===== config.mk =====
export PLATFORM = sky130hd
export DESIGN_NAME = ram_arbiter
export DESIGN_NICKNAME = d
export VERILOG_FILES = /design/src/rtl/ram_arbiter.sv
export SDC_FILE = /design/constraint.sdc
export NUM_CORES = 1
export LEC_CHECK = 0
export ABC_AREA = 1
export CAP_MARGIN = 20
export CORE_ASPECT_RATIO = 0.6
export CORE_MARGIN = 5
export CORE_UTILIZATION = 53
export CTS_CLUSTER_DIAMETER = 100
export CTS_CLUSTER_SIZE = 16
export DETAILED_ROUTE_END_ITERATION = 12
export PLACE_DENSITY_LB_ADDON = 0.08
export REMOVE_ABC_BUFFERS = 1
export SLEW_MARGIN = 20
export SYNTH_ARGS = -nofsm -noshare
export SYNTH_HDL_FRONTEND = slang
export SYNTH_SLANG_ARGS = --single-unit

===== constraint.sdc =====
create_clock -name clk -period 6.2 [get_ports clk]
set_input_delay 1.24 -clock clk [delete_from_list [all_inputs] [get_ports clk]]
set_output_delay 1.24 -clock clk [all_outputs]
set_load 0.02 [all_outputs]

===== src/rtl/ram_arbiter.sv =====
// Two-port arbiter for a byte-wide synchronous RAM: splits 1-4 byte little-endian
// requests into consecutive byte cycles, round-robin between port A and port B.
module ram_arbiter #(
    parameter int ADDR_WIDTH = 12
) (
    input  logic                  clk,
    input  logic                  reset,
    input  logic                  a_req,
    input  logic                  a_write,
    input  logic [1:0]            a_size,
    input  logic [ADDR_WIDTH-1:0] a_address,
    input  logic [31:0]           a_wdata,
    output logic [31:0]           a_rdata,
    output logic                  a_ack,
    input  logic                  b_req,
    input  logic                  b_write,
    input  logic [1:0]            b_size,
    input  logic [ADDR_WIDTH-1:0] b_address,
    input  logic [31:0]           b_wdata,
    output logic [31:0]           b_rdata,
    output logic                  b_ack,
    output logic [ADDR_WIDTH-1:0] ram_address,
    output logic [7:0]            ram_data_in,
    output logic                  ram_write_enable,
    input  logic [7:0]            ram_data_out,
    output logic                  busy
);

    localparam logic [2:0] ST_IDLE      = 3'd0;
    localparam logic [2:0] ST_WRITE     = 3'd1;
    localparam logic [2:0] ST_READ      = 3'd2;
    localparam logic [2:0] ST_READ_LAST = 3'd3;
    localparam logic [2:0] ST_DONE      = 3'd4;
    localparam logic       PORT_A       = 1'b0;
    localparam logic       PORT_B       = 1'b1;

    function automatic logic [7:0] get_byte(input logic [31:0] word, input logic [1:0] sel);
        case (sel)
            2'd0:    get_byte = word[7:0];
            2'd1:    get_byte = word[15:8];
            2'd2:    get_byte = word[23:16];
            2'd3:    get_byte = word[31:24];
            default: get_byte = 8'h00;
        endcase
    endfunction

    function automatic logic [31:0] put_byte(input logic [31:0] word, input logic [1:0] sel,
                                             input logic [7:0] val);
        logic [31:0] r;
        r = word;
        case (sel)
            2'd0:    r[7:0]   = val;
            2'd1:    r[15:8]  = val;
            2'd2:    r[23:16] = val;
            2'd3:    r[31:24] = val;
            default: r = word;
        endcase
        return r;
    endfunction

    logic [2:0]            state_r, state_s;
    logic [1:0]            idx_r, idx_s;
    logic                  grant_r, grant_s;
    logic                  last_grant_r, last_grant_s;
    logic                  write_r, write_s;
    logic [1:0]            size_r, size_s;
    logic [ADDR_WIDTH-1:0] base_r, base_s;
    logic [31:0]           wdata_r, wdata_s;
    logic [31:0]           a_rdata_r, a_rdata_s;
    logic [31:0]           b_rdata_r, b_rdata_s;
    logic                  a_ack_r, a_ack_s;
    logic                  b_ack_r, b_ack_s;
    logic [ADDR_WIDTH-1:0] ram_address_r, ram_address_s;
    logic [7:0]            ram_data_in_r, ram_data_in_s;
    logic                  ram_we_r, ram_we_s;
    logic                  busy_r, busy_s;
    logic [31:0]           cap_s;
    logic                  cap_en_s;

    // Next-state, capture and output decode; RAM outputs are computed from the next state so they come out of flops.
    always_comb begin
        state_s      = state_r;
        idx_s        = idx_r;
        grant_s      = grant_r;
        last_grant_s = last_grant_r;
        write_s      = write_r;
        size_s       = size_r;
        base_s       = base_r;
        wdata_s      = wdata_r;
        a_rdata_s    = a_rdata_r;
        b_rdata_s    = b_rdata_r;
        cap_s        = (grant_r == PORT_B) ? b_rdata_r : a_rdata_r;
        cap_en_s     = 1'b0;
        case (state_r)
            ST_IDLE: begin
                if (a_req || b_req) begin
                    if (a_req && b_req) begin
                        grant_s = ~last_grant_r;
                    end else begin
                        grant_s = b_req ? PORT_B : PORT_A;
                    end
                    last_grant_s = grant_s;
                    if (grant_s == PORT_B) begin
                        write_s = b_write;
                        size_s  = b_size;
                        base_s  = b_address;
                        wdata_s = b_wdata;
                    end else begin
                        write_s = a_write;
                        size_s  = a_size;
                        base_s  = a_address;
                        wdata_s = a_wdata;
                    end
                    idx_s = 2'd0;
                    if (write_s) begin
                        state_s = ST_WRITE;
                    end else begin
                        state_s  = ST_READ;
                        cap_s    = 32'd0;
                        cap_en_s = 1'b1;
                    end
                end else begin
                    state_s = ST_IDLE;
                end
            end
            ST_WRITE: begin
                idx_s = idx_r + 2'd1;
                if (idx_r == size_r) begin
                    state_s = ST_DONE;
                end else begin
                    state_s = ST_WRITE;
                end
            end
            ST_READ: begin
                // RAM data lags the address by one cycle, so byte idx-1 is on ram_data_out now.
                if (idx_r != 2'd0) begin
                    cap_s    = put_byte(cap_s, idx_r - 2'd1, ram_data_out);
                    cap_en_s = 1'b1;
                end else begin
                    cap_en_s = 1'b0;
                end
                idx_s = idx_r + 2'd1;
                if (idx_r == size_r) begin
                    state_s = ST_READ_LAST;
                end else begin
                    state_s = ST_READ;
                end
            end
            ST_READ_LAST: begin
                cap_s    = put_byte(cap_s, size_r, ram_data_out);
                cap_en_s = 1'b1;
                state_s  = ST_DONE;
            end
            ST_DONE: begin
                state_s = ST_IDLE;
            end
            default: begin
                state_s = ST_IDLE;
            end
        endcase

        if (cap_en_s) begin
            if (grant_s == PORT_B) begin
                b_rdata_s = cap_s;
            end else begin
                a_rdata_s = cap_s;
            end
        end else begin
            cap_en_s = 1'b0;
        end

        a_ack_s = (state_s == ST_DONE) && (grant_s == PORT_A);
        b_ack_s = (state_s == ST_DONE) && (grant_s == PORT_B);
        busy_s  = (state_s != ST_IDLE);

        case (state_s)
            ST_WRITE: begin
                ram_address_s = base_s + {{(ADDR_WIDTH-2){1'b0}}, idx_s};
                ram_data_in_s = get_byte(wdata_s, idx_s);
                ram_we_s      = 1'b1;
            end
            ST_READ: begin
                ram_address_s = base_s + {{(ADDR_WIDTH-2){1'b0}}, idx_s};
                ram_data_in_s = 8'h00;
                ram_we_s      = 1'b0;
            end
            default: begin
                ram_address_s = {ADDR_WIDTH{1'b0}};
                ram_data_in_s = 8'h00;
                ram_we_s      = 1'b0;
            end
        endcase
    end

    // State and output registers; reset aborts any transaction in flight.
    always_ff @(posedge clk) begin
        if (!reset) begin
            state_r       <= ST_IDLE;
            idx_r         <= 2'd0;
            grant_r       <= PORT_A;
            last_grant_r  <= PORT_B;
            write_r       <= 1'b0;
            size_r        <= 2'd0;
            base_r        <= {ADDR_WIDTH{1'b0}};
            wdata_r       <= 32'd0;
            a_rdata_r     <= 32'd0;
            b_rdata_r     <= 32'd0;
            a_ack_r       <= 1'b0;
            b_ack_r       <= 1'b0;
            ram_address_r <= {ADDR_WIDTH{1'b0}};
            ram_data_in_r <= 8'h00;
            ram_we_r      <= 1'b0;
            busy_r        <= 1'b0;
        end else begin
            state_r       <= state_s;
            idx_r         <= idx_s;
            grant_r       <= grant_s;
            last_grant_r  <= last_grant_s;
            write_r       <= write_s;
            size_r        <= size_s;
            base_r        <= base_s;
            wdata_r       <= wdata_s;
            a_rdata_r     <= a_rdata_s;
            b_rdata_r     <= b_rdata_s;
            a_ack_r       <= a_ack_s;
            b_ack_r       <= b_ack_s;
            ram_address_r <= ram_address_s;
            ram_data_in_r <= ram_data_in_s;
            ram_we_r      <= ram_we_s;
            busy_r        <= busy_s;
        end
    end

    assign a_rdata          = a_rdata_r;
    assign b_rdata          = b_rdata_r;
    assign a_ack            = a_ack_r;
    assign b_ack            = b_ack_r;
    assign ram_address      = ram_address_r;
    assign ram_data_in      = ram_data_in_r;
    assign ram_write_enable = ram_we_r;
    assign busy             = busy_r;

endmodule


==> run_results.csv, run 1 <==
group,metric,value,unit
die,start_util,53.8,%
detailed_routing,maxUsedRoutingLayer,"met4",
outcome,outcome,"complete, no violations",
die,dieHeight,101,um
finish,areaGrowthSynthToFinish,34.4,%
clock_network,cts_resized,0,
detailed_routing,ant_nets,0,
timing,slew_headroom,28.4,%
detailed_routing,wl_met3,2050,um
flow_run,cap_violations,0,
power,peakVddDrop,0.249,mV
power,power.leakage,4.49,nW
detailed_routing,route.detailed.drc,0,
finish,layout-drive-gt1-share,7.14,%
min_path,worstHoldPathCells,2,
global_route,antenna_found_initial,0,
min_path,hold_class,"reg -> reg",
die,core,13600,sq um
synthesis,ys_seq_elements,141,
global_route,grt_pass1_wl,34400,um
die,dieArea,16300,sq um
global_route,grtUsageTotal,25.9,%
die,fp-row-count,33,
timing,fin_ws,2.40,ns
detailed_routing,vias,7578,
place,place_inst,1417,
detailed_routing,drtIter0Drc,663,
detailed_routing,wl_met2,9280,um
timing,post-route-min-period,3.80,ns
synthesis,ys_seq_area_share,38.6,%
timing,drv_slew,0,
setup_path,worstPathRequired,6.51,ns
synthesis,synth.avg_cell_area,6.66,sq um
detailed_routing,totalWireLength,21500,um
timing,period_share,61.3,%
timing,worstMarginPinSlew,1.07,ns
synthesis,synth_cell_types,40,
clock_network,cts_buffers,17,
global_route,grt_pass1_vias,6784,
setup_path,worst_r2r_path_depth,10,
detailed_routing,wl_per_cell,14.8,um
place,port-buffer-count,193,
timing,finalHoldViolCount,0,
clock_network,cts-root-buf,"clkbuf_16",
synthesis,synthTopCellsByArea,"dfxtp_1 39%, nand2_1 17%, nand3_1 6.2%",
place,hpwl,14900,um
setup_path,max_stage_delay,0.63,ns
clock_network,cts-htree-levels,4,
finish,antenna_cells,0,
synthesis,synth_top_area_share,38.6,%
synthesis,synthCells,1097,
detailed_routing,routed_via_density,5.23,
place,place_ws,2.01,ns
detailed_routing,drt_pass1_iterations,5,
clock_network,cts_tree,"built",
detailed_routing,met1_length,10000,um
finish,fin_cells,1449,
timing,tns,0,ns
timing,rsz0062_at_grt,"false",
clock_network,cts_hold_buf,0,
setup_path,start_kind,"primary input",
setup_path,crit_slowest_cell,"a21oi_4",
finish,final_nets,1373,
clock_network,clock_sinks,141,
clock_network,clk_latency,0.42,ns
die,top_level_ports,194,
timing,setup_viol,0,
setup_path,worst-setup-path-type,"in -> reg",
clock_network,clk_pin_slew,0.06,ns
clock_network,post_cts_buffers,0,
place,place_congestion,0.862,
timing,skew,0.0163,ns
setup_path,cp_max_fo,52,
global_route,grt_max_degree,70,
clock_network,clock_path_buffers,2,
timing,max_freq,263,MHz
synthesis,yosys_warnings,0,
setup_path,path_cells,"clkdlybuf4s50_1, nand2_2, nand2_4, nand2_1, o21ai_2, nand3_2, a21oi_4, buf_4, nand3_1, o211ai_1, inv_1",
setup_path,arrival,4.11,ns
power,cellPowerDensity,437,nW/um^2
setup_path,end_kind,"register",
global_route,overflow,0,
synthesis,synth_area,7310,sq um
synthesis,synth_area_leader_cell,"dfxtp_1",
die,die_x,162,um
[worst paths after layout]
kind | start | endpoint | slack, ns
max | a_req | a_rdata[8] | 2.40
min | wdata_r[28] | wdata_r[28] | 0.47
max reg2reg | last_grant_r | a_rdata[8] | 3.36
min reg2reg | wdata_r[28] | wdata_r[28] | 0.47
[critical path, delay by kind of cell]
family,cells,cell delay (ns)
and+or+nand+nor,5,0.99
buffers and inverters,3,1.02
AOI/OAI and AO/OA,3,0.85
[registers in the layout, indices dropped and copies added (netlist names)]
register,count
ram_write_enable,1
b_ack,1
ram_address,12
b_rdata,32
idx_r,2
size_r,2
busy,1
wdata_r,32
grant_r,1
a_rdata,32
base_r,12
a_ack,1
state_r,3
ram_data_in,8
last_grant_r,1
[report_power, final]
group / switching (mW) / internal (mW) / total (mW)
Sequential: 0.145 / 1.16 / 1.30
Clock: 0.415 / 0.612 / 1.03
Combinational: 1.21 / 0.747 / 1.96
Total: 1.77 / 2.52 / 4.29
[cells by family after synthesis]
group	Yosys count	synth area share (%)
and+or+nand+nor	603	35.6
buffers and inverters	182	10.7
AOI/OAI and AO/OA	163	13.9
DFF	141	38.6
adders and majority gates	6	1.03
xor gates and xnor gates	2	0.240
[placed cells by master, fill, tap and decap left out, types with 19 or more instances in the layout]
| cell | n |
|---|---|
| nand2_1 | 337 |
| clkdlybuf4s50_1 | 192 |
| dfxtp_1 | 141 |
| inv_1 | 117 |
| nor2_1 | 106 |
| nand3_1 | 91 |
| o211ai_1 | 55 |
| o21ai_1 | 31 |
| o21ai_0 | 27 |
| a21oi_1 | 27 |
| or2_2 | 19 |
[routing by layer]
layer | vias up | track usage, %
li1 | 3834 | -
met1 | 3409 | 38.3
met2 | 312 | 38.9
met3 | 23 | 5.64
met4 | 0 | 5.78
met5 | - | 0
[Yosys cell counts]
library cell and instances:
a21oi_1 27, a21oi_2 3, a221oi_1 2, a22oi_1 3, a31oi_1 7, and2_1 17
buf_1 1, buf_2 12, buf_4 15, buf_6 3, clkbuf_1 23, clkinv_1 2
dfxtp_1 141, ha_1 6, inv_1 118, inv_2 7, inv_4 1, nand2_1 337
nand2_2 7, nand2_4 2, nand3_1 91, nand3_2 3, nand3b_1 2, nand4_1 3
nor2_1 106, nor2_2 4, nor2_4 3, nor2_8 1, nor3_1 2, o211ai_1 55
o21ai_0 27, o21ai_1 31, o21ai_2 2, o21ai_4 1, o22ai_1 4, o31ai_1 1
or2_0 1, or2_1 5, or2_2 19, xnor2_1 2
[area by class of cell]
cell class | count | area (sq um)
Clock inverter | 13 | 154
Inverter | 128 | 483
Fill cell | 1124 | 3760
Sequential cell | 141 | 2820
Tap cell | 175 | 219
Clock buffer | 19 | 443
Multi-Input combinational cell | 774 | 3730
Timing Repair Buffer | 199 | 1970
[stage by stage]
step / power [mW] / hold slack [ns] / utilization [%] / area, sq um
after floorplan: 2.53 / 0.449 / - / 7010
after global placement: 3.22 / 0.460 / 67.9 / 9220
after detailed placement: 3.25 / 0.464 / 67.9 / 9220
after CTS: 4.29 / 0.474 / 72.3 / 9820
after global routing: 4.57 / 0.490 / 72.3 / 9820
final: 4.29 / 0.472 / 72.3 / 9820
Power figures use the tool's default switching activity.
==> run 2, diff against run 1 <==
--- a/config.mk
+++ b/config.mk
@@ -9,7 +9,7 @@
 export CAP_MARGIN = 20
 export CORE_ASPECT_RATIO = 0.6
 export CORE_MARGIN = 5
-export CORE_UTILIZATION = 53
+export CORE_UTILIZATION = 44
 export CTS_CLUSTER_DIAMETER = 100
 export CTS_CLUSTER_SIZE = 16
 export DETAILED_ROUTE_END_ITERATION = 12
==> constraint.sdc (replaced) <==
create_clock -name clk -period 3.1 [get_ports clk]
set_input_delay 0.62 -clock clk [delete_from_list [all_inputs] [get_ports clk]]
set_output_delay 0.62 -clock clk [all_outputs]
set_load 0.02 [all_outputs]
==> run 2 against run 1 <==
Non-clock buffer count rose by 11. Cell area rose by 2.2%. Worst setup slack got worse by 1.9 ns.
==> run_results.csv, run 2 (same netlist as run 1, synthesis figures left out) <==
group,metric,value,unit
detailed_routing,vias,7428,
clock_network,cts-root-buf,"clkbuf_16",
setup_path,arrival,2.86,ns
setup_path,end_kind,"register",
outcome,outcome,"complete, no violations",
timing,period_share,82.6,%
global_route,grt_max_degree,68,
clock_network,clk_pin_slew,0.06,ns
setup_path,r2r-end,"ram_address[8]",
finish,final_util,61.7,%
detailed_routing,route.detailed.drc,0,
clock_network,post_cts_buffers,0,
min_path,hold_class,"reg -> reg",
min_path,hp-start,"wdata_r[27]",
die,start_util,45.0,%
min_path,hold_end,"wdata_r[27]",
min_path,worstHoldPathCells,2,
timing,skew,0.0128,ns
setup_path,r2r_setup_slack,0.84,ns
timing,max_freq,390,MHz
setup_path,rr_startpoint,"idx_r[0]",
setup_path,worst_r2r_path_depth,15,
clock_network,clock_sinks,141,
detailed_routing,totalWireLength,22200,um
power,power.leakage,4.56,nW
die,die_x,176,um
detailed_routing,ant_nets,0,
die,dieHeight,110,um
detailed_routing,drt_pass1_iterations,5,
clock_network,cts-htree-levels,4,
place,place_congestion,0.849,
global_route,grtUsageTotal,22.8,%
setup_path,worst-setup-path-type,"in -> reg",
die,dieArea,19400,sq um
global_route,grt_pass1_vias,6843,
finish,areaGrowthSynthToFinish,37.3,%
timing,slew_headroom,48.6,%
timing,setup_viol,0,
die,fp-row-count,36,
place,hpwl,15900,um
timing,hold_slack,0.471,ns
detailed_routing,wl_per_cell,14.7,um
finish,layout_commonest_cell,"nand2_1",
finish,multi_input_area,3730,sq um
finish,final_nets,1384,
clock_network,cts_tree,"built",
setup_path,start_kind,"primary input",
clock_network,cts_hold_buf,0,
timing,drv_slew,0,
die,top_level_ports,194,
timing,rsz0062_at_grt,"false",
place,port-buffer-count,193,
global_route,antenna_found_initial,0,
clock_network,clock_path_buffers,2,
power,peakVddDrop,0.578,mV
timing,worstMarginPinSlew,0.771,ns
finish,layout_common_cells,"337 x nand2_1, 192 x clkdlybuf4s50_1, 141 x dfxtp_1, 118 x inv_1, 106 x nor2_1",
global_route,grt_pass1_wl,35600,um
flow_run,cap_violations,0,
finish,ff_latch_area,2820,sq um
finish,layout-drive-gt1-share,7.78,%
finish,antenna_cells,0,
clock_network,cts_resized,0,
clock_network,cts_buffers,17,
finish,fill_cells,1518,
power,cellPowerDensity,877,nW/um^2
timing,post-route-min-period,2.56,ns
detailed_routing,drtIter0Drc,584,
setup_path,cp_max_fo,15,
clock_network,clk_latency,0.41,ns
detailed_routing,routed_via_density,4.91,
global_route,overflow,0,
timing,finalHoldViolCount,0,
die,core,16300,sq um
setup_path,worstPathRequired,3.40,ns
run 2: cell types whose count changed in the layout (fill, tap and decap cells not counted), sizes merged:
cell / before / now
buf: 7 / 18
clkinv: 7 / 4
bufinv: 2 / 4
clkbuf: 19 / 20
clkinvlp: 2 / 3
inv: 130 / 129
run 2: worst max path at each step:
stage,end,from
2_1_floorplan,b_rdata[24],a_req
3_3_place_gp,ram_address[8],b_req
3_5_place_dp,ram_address[8],b_req
4_1_cts,ram_address[8],b_req
5_1_grt,ram_address[8],b_req
6_report,ram_address[8],b_req
run 2: layout make-up:
type                    instances  share of cell area (%)
multi-input cells             774                    37.1
flip-flops and latches        141                    28.1
repair buffers                210                    20.9
inverters                     128                    4.81
clock buffers                  20                    4.35
well taps                     228                    2.84
clock inverters                12                    1.86
run 2: report_power, final:
group / leakage (nW) / switching (mW) / internal (mW)
combinational: 3.11 / 2.45 / 1.57
sequential: 1.16 / 0.281 / 2.32
clock: 0.292 / 0.820 / 1.36
total: 4.56 / 3.55 / 5.25
run 2: metal layers:
layer | vias to the layer above | global-route usage [%] | share of wire, %
met5 | - | 0 | 0
met4 | 0 | 4.69 | 0.62
met3 | 11 | 4.67 | 6.8
met2 | 224 | 31.8 | 40
met1 | 3350 | 35.7 | 53
li1 | 3843 | - | -
run 2: stage by stage:
stage / area (sq um) / instances / total power, mW / setup TNS, ns / setup WS [ns]
2_1_floorplan: 7010 / 1043 / 5.06 / -11.17 / -0.422
3_3_place_gp: 9410 / 1481 / 6.61 / 0 / 0.219
3_5_place_dp: 9410 / 1481 / 6.63 / 0 / 0.156
4_1_cts: 10000 / 1513 / 8.85 / 0 / 0.563
5_1_grt: 10000 / 1513 / 9.41 / 0 / 0.376
6_report: 10000 / 1513 / 8.80 / 0 / 0.539
run 2: critical path: stages:
cell and delay [ns]:
clkdlybuf4s50_1 0.65, inv_1 0.09, nand2_2 0.13, nand2_4 0.14, nand2_1 0.14, o21ai_4 0.06, ha_1 0.21, ha_1 0.18
inv_1 0.07, nand2_1 0.14, nand2_1 0.14, clkinv_1 0.09, a21oi_1 0.13, nor2_1 0.06
==> run 3, diff against run 2 <==
--- a/config.mk
+++ b/config.mk
@@ -9,7 +9,7 @@
 export CAP_MARGIN = 20
 export CORE_ASPECT_RATIO = 0.6
 export CORE_MARGIN = 5
-export CORE_UTILIZATION = 44
+export CORE_UTILIZATION = 49
 export CTS_CLUSTER_DIAMETER = 100
 export CTS_CLUSTER_SIZE = 16
 export DETAILED_ROUTE_END_ITERATION = 12
==> constraint.sdc (replaced) <==
create_clock -name clk -period 2.7 [get_ports clk]
set_input_delay 0.54 -clock clk [delete_from_list [all_inputs] [get_ports clk]]
set_output_delay 0.54 -clock clk [all_outputs]
set_load 0.02 [all_outputs]
==> run 3 against run 2 <==
Non-clock buffer count rose by 8. Sequential power rose by 15%. Clock power rose by 8%. Register-to-register slack got worse by 0.32 ns. Critical path depth did not move. Highest routed layer unchanged.
==> run_results.csv, run 3 (same netlist as run 1, synthesis figures left out) <==
group,metric,value,unit
timing,fin_ws,0.420,ns
power,p_int,5.92,mW
detailed_routing,wl_met3,1620,um
place,place_ws,0.0143,ns
die,dieHeight,105,um
die,die_x,168,um
detailed_routing,wl_met2,9060,um
finish,layout_commonest_cell,"nand2_1",
finish,final_nets,1392,
clock_network,cts_hold_buf,0,
global_route,grt_max_degree,55,
timing,slew_headroom,51.0,%
setup_path,worstPathRequired,3.02,ns
clock_network,clock_path_buffers,2,
timing,finalHoldViolCount,0,
finish,areaGrowthSynthToFinish,38.0,%
clock_network,cts-htree-levels,4,
place,place_inst,1459,
power,switchingPower,4.13,mW
power,p_comb_share,46.9,%
setup_path,arrival,2.60,ns
global_route,antenna_found_initial,0,
setup_path,crit_slowest_cell,"clkdlybuf4s50_1",
die,start_util,50.2,%
global_route,grt_pass1_vias,7148,
power,cellPowerDensity,996,nW/um^2
finish,layout-drive-gt1-share,8.51,%
timing,rsz0062_at_grt,"false",
die,fp-row-count,34,
setup_path,end_kind,"register",
setup_path,cp_top_family,"buffers and inverters",
power,swShare,41.1,%
clock_network,post_cts_buffers,0,
timing,period_share,84.4,%
place,port-buffer-count,193,
die,core,14500,sq um
setup_path,max_stage_delay,0.51,ns
power,p_total,10.0,mW
detailed_routing,totalWireLength,22300,um
timing,tns,0,ns
detailed_routing,route.detailed.drc,0,
place,hpwl,15900,um
die,top_level_ports,194,
finish,fin_cells,1491,
outcome,outcome,"complete, no violations",
global_route,grtUsageTotal,25.1,%
finish,layout_common_cells,"337 x nand2_1, 192 x clkdlybuf4s50_1, 141 x dfxtp_1, 118 x inv_1, 106 x nor2_1",
timing,post-route-min-period,2.28,ns
clock_network,cts_buffers,17,
timing,drv_slew,0,
clock_network,cts-root-buf,"clkbuf_16",
detailed_routing,met1_length,11400,um
setup_path,cp_max_fo,9,
detailed_routing,routed_via_density,5.06,
place,place_area,9500,sq um
min_path,hold_class,"reg -> reg",
detailed_routing,vias,7548,
power,power.leakage,4.60,nW
detailed_routing,drtIter0Drc,554,
power,pwr-share-clk,23.3,%
clock_network,clk_latency,0.42,ns
clock_network,cts_tree,"built",
detailed_routing,wl_per_cell,15.0,um
global_route,overflow,0,
timing,setup_viol,0,
finish,fill_cells,1278,
setup_path,worst-setup-path-type,"in -> reg",
finish,antenna_cells,0,
timing,skew,0.0116,ns
clock_network,clock_sinks,141,
flow_run,cap_violations,0,
timing,worstMarginPinSlew,0.735,ns
power,share_seq_of_total_power,29.8,%
global_route,grt_pass1_wl,36400,um
setup_path,start_kind,"primary input",
setup_path,path_cells,"clkdlybuf4s50_1, nand2_2, nand2_4, inv_2, nor2_1, o21ai_1, ha_1, ha_1, inv_1, nand2_1, nand2_1, clkinv_1, a21oi_1, nor2_1",
die,dieArea,17500,sq um
detailed_routing,drt_pass1_iterations,5,
timing,hold_slack,0.473,ns
power,peakVddDrop,0.543,mV
timing,max_freq,439,MHz
place,place_congestion,0.909,
finish,stdcell_area,10100,sq um
clock_network,clk_pin_slew,0.07,ns
clock_network,cts_resized,0,
finish,final_util,69.3,%
detailed_routing,ant_nets,0,
detailed_routing,maxUsedRoutingLayer,"met4",
setup_path,cp_num_buf_inv,4,
==> run 3: layer usage <==
layer / track usage (%) / vias up
li1: - / 3870
met1: 37.6 / 3417
met5: 0 / -
met3: 6.83 / 24
met4: 5.67 / 0
met2: 36.1 / 237
==> run 3: tightest hold or removal path: stages, from the launching register on <==
cell,delay [ns]
dfxtp_1,0.29
nand2_1,0.07
a21oi_1,0.06
==> run 3: final timing paths <==
| kind | from | end | slack (ns) | depth (start not counted) |
|---|---|---|---|---|
| max | a_req | ram_address[8] | 0.42 | 14 |
| min | wdata_r[24] | wdata_r[24] | 0.47 | 2 |
| max reg2reg | idx_r[0] | ram_address[8] | 0.52 | 13 |
| min reg2reg | wdata_r[24] | wdata_r[24] | 0.47 | 2 |
==> run 3: power by group through the flow <==
stage,Clock [mW],Sequential (mW),Combinational (mW)
floorplan,0,3.41,2.40
global placement,0,3.01,4.62
detailed placement,0,3.02,4.66
CTS,2.38,2.99,4.71
global route,2.48,3.06,5.20
finish,2.35,2.99,4.71
==> run 3: layout make-up <==
| cell class | count | area (sq um) | area share [%] |
|---|---|---|---|
| well taps | 198 | 248 | 2.46 |
| flip-flops and latches | 141 | 2820 | 28.0 |
| clock inverters | 14 | 160 | 1.59 |
| inverters | 128 | 483 | 4.79 |
| multi-input cells | 774 | 3730 | 37.0 |
| clock buffers | 18 | 429 | 4.26 |
| repair buffers | 218 | 2210 | 22.0 |
